==> src/rtl/riscv_pkg.sv <==
// Shared types and encodings for the multicycle RISC-V control path.
// The ERROR state only exists when MAINFSM_ILLEGAL_TRAP_EN is defined.
package riscv_pkg;

  typedef enum logic [3:0] {
    FETCH,
    DECODE,
    MEMADR,
    MEMREAD,
    MEMWB,
    MEMWRITE,
    EXECUTER,
    EXECUTEI,
    ALUWB,
    BEQ,
    JAL
`ifdef MAINFSM_ILLEGAL_TRAP_EN
    , ERROR
`endif
  } statetype;

  localparam logic [6:0] OP_LW    = 7'b0000011;
  localparam logic [6:0] OP_SW    = 7'b0100011;
  localparam logic [6:0] OP_RTYPE = 7'b0110011;
  localparam logic [6:0] OP_IALU  = 7'b0010011;
  localparam logic [6:0] OP_BEQ   = 7'b1100011;
  localparam logic [6:0] OP_JAL   = 7'b1101111;

  localparam logic [1:0] RESULT_ALUOUT    = 2'b00;
  localparam logic [1:0] RESULT_DATA      = 2'b01;
  localparam logic [1:0] RESULT_ALURESULT = 2'b10;

  localparam logic [1:0] SRCA_PC    = 2'b00;
  localparam logic [1:0] SRCA_OLDPC = 2'b01;
  localparam logic [1:0] SRCA_RD1   = 2'b10;

  localparam logic [1:0] SRCB_RD2  = 2'b00;
  localparam logic [1:0] SRCB_IMM  = 2'b01;
  localparam logic [1:0] SRCB_FOUR = 2'b10;

  localparam logic [1:0] ALUOP_ADD   = 2'b00;
  localparam logic [1:0] ALUOP_SUB   = 2'b01;
  localparam logic [1:0] ALUOP_FUNCT = 2'b10;

endpackage

==> src/rtl/mainfsm_outdec.sv <==
// Combinational map from FSM state (plus memready in FETCH) to datapath controls.
module mainfsm_outdec
  import riscv_pkg::*;
(
  input  statetype   state,
  input  logic       memready,
  output logic       branch,
  output logic       pcupdate,
  output logic       regwrite,
  output logic       memwrite,
  output logic       irwrite,
  output logic       adrsrc,
  output logic [1:0] resultsrc,
  output logic [1:0] alusrca,
  output logic [1:0] alusrcb,
  output logic [1:0] aluop
);

  always_comb begin
    branch    = 1'b0;
    pcupdate  = 1'b0;
    regwrite  = 1'b0;
    memwrite  = 1'b0;
    irwrite   = 1'b0;
    adrsrc    = 1'b0;
    resultsrc = RESULT_ALUOUT;
    alusrca   = SRCA_PC;
    alusrcb   = SRCB_RD2;
    aluop     = ALUOP_ADD;
    case (state)
      // the fetch only commits (ir load, pc+4) once memory returns the word
      FETCH: begin
        alusrcb   = SRCB_FOUR;
        resultsrc = RESULT_ALURESULT;
        irwrite   = memready;
        pcupdate  = memready;
      end
      DECODE: begin
        alusrca = SRCA_OLDPC;
        alusrcb = SRCB_IMM;
      end
      MEMADR: begin
        alusrca = SRCA_RD1;
        alusrcb = SRCB_IMM;
      end
      MEMREAD: adrsrc = 1'b1;
      MEMWB: begin
        resultsrc = RESULT_DATA;
        regwrite  = 1'b1;
      end
      MEMWRITE: begin
        adrsrc   = 1'b1;
        memwrite = 1'b1;
      end
      EXECUTER: begin
        alusrca = SRCA_RD1;
        aluop   = ALUOP_FUNCT;
      end
      EXECUTEI: begin
        alusrca = SRCA_RD1;
        alusrcb = SRCB_IMM;
        aluop   = ALUOP_FUNCT;
      end
      ALUWB: regwrite = 1'b1;
      BEQ: begin
        alusrca = SRCA_RD1;
        aluop   = ALUOP_SUB;
        branch  = 1'b1;
      end
      JAL: begin
        alusrca  = SRCA_OLDPC;
        alusrcb  = SRCB_FOUR;
        pcupdate = 1'b1;
      end
      default: ;
    endcase
  end

endmodule

==> src/rtl/mainfsm.sv <==
// Multicycle main control FSM: state register, next-state logic and illegal trap.
// Define MAINFSM_ILLEGAL_TRAP_EN to trap unsupported opcodes in a sticky ERROR state.
module mainfsm
  import riscv_pkg::*;
(
  input  logic       clk,
  input  logic       reset_n,
  input  logic [6:0] op,
  input  logic       memready,
  output logic       branch,
  output logic       pcupdate,
  output logic       regwrite,
  output logic       memwrite,
  output logic       irwrite,
  output logic       adrsrc,
  output logic [1:0] resultsrc,
  output logic [1:0] alusrca,
  output logic [1:0] alusrcb,
  output logic [1:0] aluop,
  output logic       illegal
);

  statetype state;
`ifdef MAINFSM_ILLEGAL_TRAP_EN
  logic illegalq;
`endif

  // illegal gets its own flop so it never glitches through state decode
  always_ff @(posedge clk or negedge reset_n) begin
    if (!reset_n) begin
      state <= FETCH;
`ifdef MAINFSM_ILLEGAL_TRAP_EN
      illegalq <= 1'b0;
`endif
    end else begin
      case (state)
        FETCH:    if (memready) state <= DECODE;
        DECODE: begin
          case (op)
            OP_LW, OP_SW: state <= MEMADR;
            OP_RTYPE:     state <= EXECUTER;
            OP_IALU:      state <= EXECUTEI;
            OP_JAL:       state <= JAL;
            OP_BEQ:       state <= BEQ;
            default: begin
`ifdef MAINFSM_ILLEGAL_TRAP_EN
              state    <= ERROR;
              illegalq <= 1'b1;
`else
              state <= FETCH;
`endif
            end
          endcase
        end
        MEMADR:   state <= op[5] ? MEMWRITE : MEMREAD;
        MEMREAD:  if (memready) state <= MEMWB;
        MEMWB:    state <= FETCH;
        MEMWRITE: if (memready) state <= FETCH;
        EXECUTER: state <= ALUWB;
        EXECUTEI: state <= ALUWB;
        ALUWB:    state <= FETCH;
        BEQ:      state <= FETCH;
        JAL:      state <= ALUWB;
`ifdef MAINFSM_ILLEGAL_TRAP_EN
        ERROR:    state <= ERROR;
`endif
        default:  state <= FETCH;
      endcase
    end
  end

`ifdef MAINFSM_ILLEGAL_TRAP_EN
  assign illegal = illegalq;
`else
  assign illegal = 1'b0;
`endif

  mainfsm_outdec u_outdec (
    .state     (state),
    .memready  (memready),
    .branch    (branch),
    .pcupdate  (pcupdate),
    .regwrite  (regwrite),
    .memwrite  (memwrite),
    .irwrite   (irwrite),
    .adrsrc    (adrsrc),
    .resultsrc (resultsrc),
    .alusrca   (alusrca),
    .alusrcb   (alusrcb),
    .aluop     (aluop)
  );

endmodule

==> config.mk <==
export PLATFORM = sky130hd
export DESIGN_NAME = mainfsm
export DESIGN_NICKNAME = d
export VERILOG_FILES = /design/src/rtl/riscv_pkg.sv /design/src/rtl/mainfsm_outdec.sv /design/src/rtl/mainfsm.sv
export SDC_FILE = /design/constraint.sdc
export NUM_CORES = 1
export LEC_CHECK = 0
export BUFFER_PORTS_ARGS = -buffer_cell sky130_fd_sc_hd__buf_2
export CAP_MARGIN = 20
export CORE_MARGIN = 2
export CORE_UTILIZATION = 45
export DETAILED_ROUTE_END_ITERATION = 8
export PLACE_DENSITY = 0.76
export SYNTH_ARGS = -nofsm -noshare
export SYNTH_HDL_FRONTEND = slang
export SYNTH_HIERARCHICAL = 1
export SYNTH_SLANG_ARGS = --single-unit
==> constraint.sdc <==
create_clock -name clk -period 1.8 [get_ports clk]
set_clock_uncertainty 0.05 [all_clocks]
set_input_delay 0.36 -clock clk [delete_from_list [all_inputs] [get_ports clk]]
set_output_delay 0.36 -clock clk [all_outputs]
set_load 0.005 [all_outputs]
==> out/qor.yml <==
hpwl_um: 1190
vdd_drop_max_mv: 0.430
worst_ep_required_time_ns: 1.39
layout_commonest_cell: "buf_2"
min_period_ns: 1.80
numCtsBuffers: 3
post-route-cell-area_sq_um: 830
hold_viol: 0
timing.final.crit_share: 1.00
vias_per_cell: 5.41
yosysSeqAreaShare: 0.165
start_util: 0.472
arrival_ns: 1.39
ys_types: 40
die-area_sq_mm: 0.00166
finalMaxSlewViolations: 0
synth_ff_type: "dfrtp_1"
worst_setup_path_end_kind: "output port"
synth_area_sq_um: 607
dr_total_vias: 665
grt_pass1_vias: 585
regArea_sq_um: 101
core_sq_mm: 0.00128
yosysWarningCount: 6
synth_top_area_cell: "dfrtp_1"
synth.net_count: 86
mostFrequentLayoutCells: "buf_2 (23), nor2_1 (10), buf_4 (10)"
placed_area_sq_um: 769
largest_reg_flops: 4
die_h_um: 40.7
io_buffers: 23
area_delta_synth_final_pct: 36.7
gp_congestion: 0.909
clkSinkCount: 4
max-clock-path-buffers: 2
insertion_delay_ns: 0.24
ioPinCount: 25
fp-row-count: 13
die_width_um: 40.7
hold_slack_ns: 0.410
grt-ovfl-total: 0
drtIter0Drc: 10
synth_area_leaders: "dfrtp_1 (16%), nor2_1 (6.2%), nand4bb_4 (4.5%), nand2b_1 (4.1%), nor2b_1 (4.1%)"
status: "finished, violations left"
rsz0062_at_grt: "yes"
critical_path_class: "reg2out"
drv_cap: 0
ys_ff_latch: 4
power_uw: 554
drt_wl_total_um: 1500
top_regs: "state x4"
dr.pass1.iters: 4
max_freq_ghz: 0.555
antenna_found_initial: 0
violations: "negative setup slack"
nNetsFinal: 120
fill_cells: 122
synth_top_cell_area_share: 0.165
hold_class: "in2async"
drc: 0
multi_input_area_sq_um: 464
insertedDiodeCount: 0
cts_tree: "done"
cts-root-buf: "clkbuf_4"
synth-edff-count: 0
clk_pin_slew_ns: 0.04
layout-drive-gt1-share: 0.435
setup_violations: 1
tns_ns: -0.00203
synth_cells: 76
antenna_left: 0
largest_register: "state"
grt_usage: 0.212
async_flop_share: 1.00
path_max_fanout: 7
grt_max_degree: 11
postLayoutSetupSlackWorst_ns: -0.00203
cellLeakagePower_nw: 0.413
htreeDepth: 1
avgRoutedWirePerCell_um: 12.2
grt_pass1_wl_um: 2340
final_util: 0.646
avgSynthCellArea_sq_um: 7.98
powerDensity_mw_per_mm2: 667
startpoint_type: "flip-flop"
-- logic make-up after synthesis --
logic type | share of synthesized area
AO/OA/AOI/OAI | 0.196
XOR/XNOR | 0.0289
flip-flops | 0.165
buffers and inverters | 0.0948
multiplexers | 0.0186
AND/OR/NAND/NOR | 0.491
other | 0.00618
-- power breakdown --
part           switching (mW)  internal, mW  leakage (nW)
registers              0.0133         0.101        0.0524
logic                   0.153         0.175         0.347
clock network          0.0372        0.0746        0.0138
total                   0.203         0.350         0.413
-- layout make-up --
cell class	count	share of cell area
Multi-Input combinational cell	63	0.560
Timing Repair Buffer	35	0.255
Sequential cell	4	0.122
Clock buffer	3	0.0271
Tap cell	15	0.0226
Inverter	3	0.0136
-- path summary, 6_finish.rpt --
check	from	cells after the start	slack, ns	end
setup / recovery	state[1]	3	-0.002	pcupdate
hold / removal	reset_n	2	0.41	state[0]
setup reg to reg	state[3]	4	0.23	state[0]
hold reg to reg	state[3]	2	0.65	state[1]
max in group asynchronous	reset_n	2	1.16	state[1]
min in group clk	op[5]	4	0.45	state[1]
-- routing by layer --
layer,vias up,global-route usage,wire (um)
met2,28,0.421,783
met1,297,0.219,629
li1,338,-,-
met4,0,0.0917,17
met3,2,0.0217,71
met5,-,0,0
-- per-stage QoR --
stage | std cells | setup slack [ns]
floorplan | 76 | 0.296
global placement | 118 | 0.169
detailed placement | 118 | 0.130
CTS | 123 | -0.0154
global route | 123 | -0.0762
finish | 123 | -0.00203
-- critical path, cell delays in order, from the launching register on --
cell      delay (ns)
dfrtp_2         0.44
or3b_4          0.39
a211oi_2        0.18
buf_2           0.14
-- synth_stat cells, types with 3 or more instances --
library cell / count
nand2b_1: 4
a21oi_1: 3
inv_1: 3
nand2_1: 5
dfrtp_1: 4
nor2_1: 10
nor2b_1: 4
o31ai_1: 3
-- what timing repair did --
action	CTS	global route
resized for setup	2	3
setup endpoints to repair	2	7
endpoints found under the hold margin	4	0
hold buffers	1	0
pin swaps	3	1
buffers inserted	1	0
No activity file was read; power rests on OpenSTA's default activity.
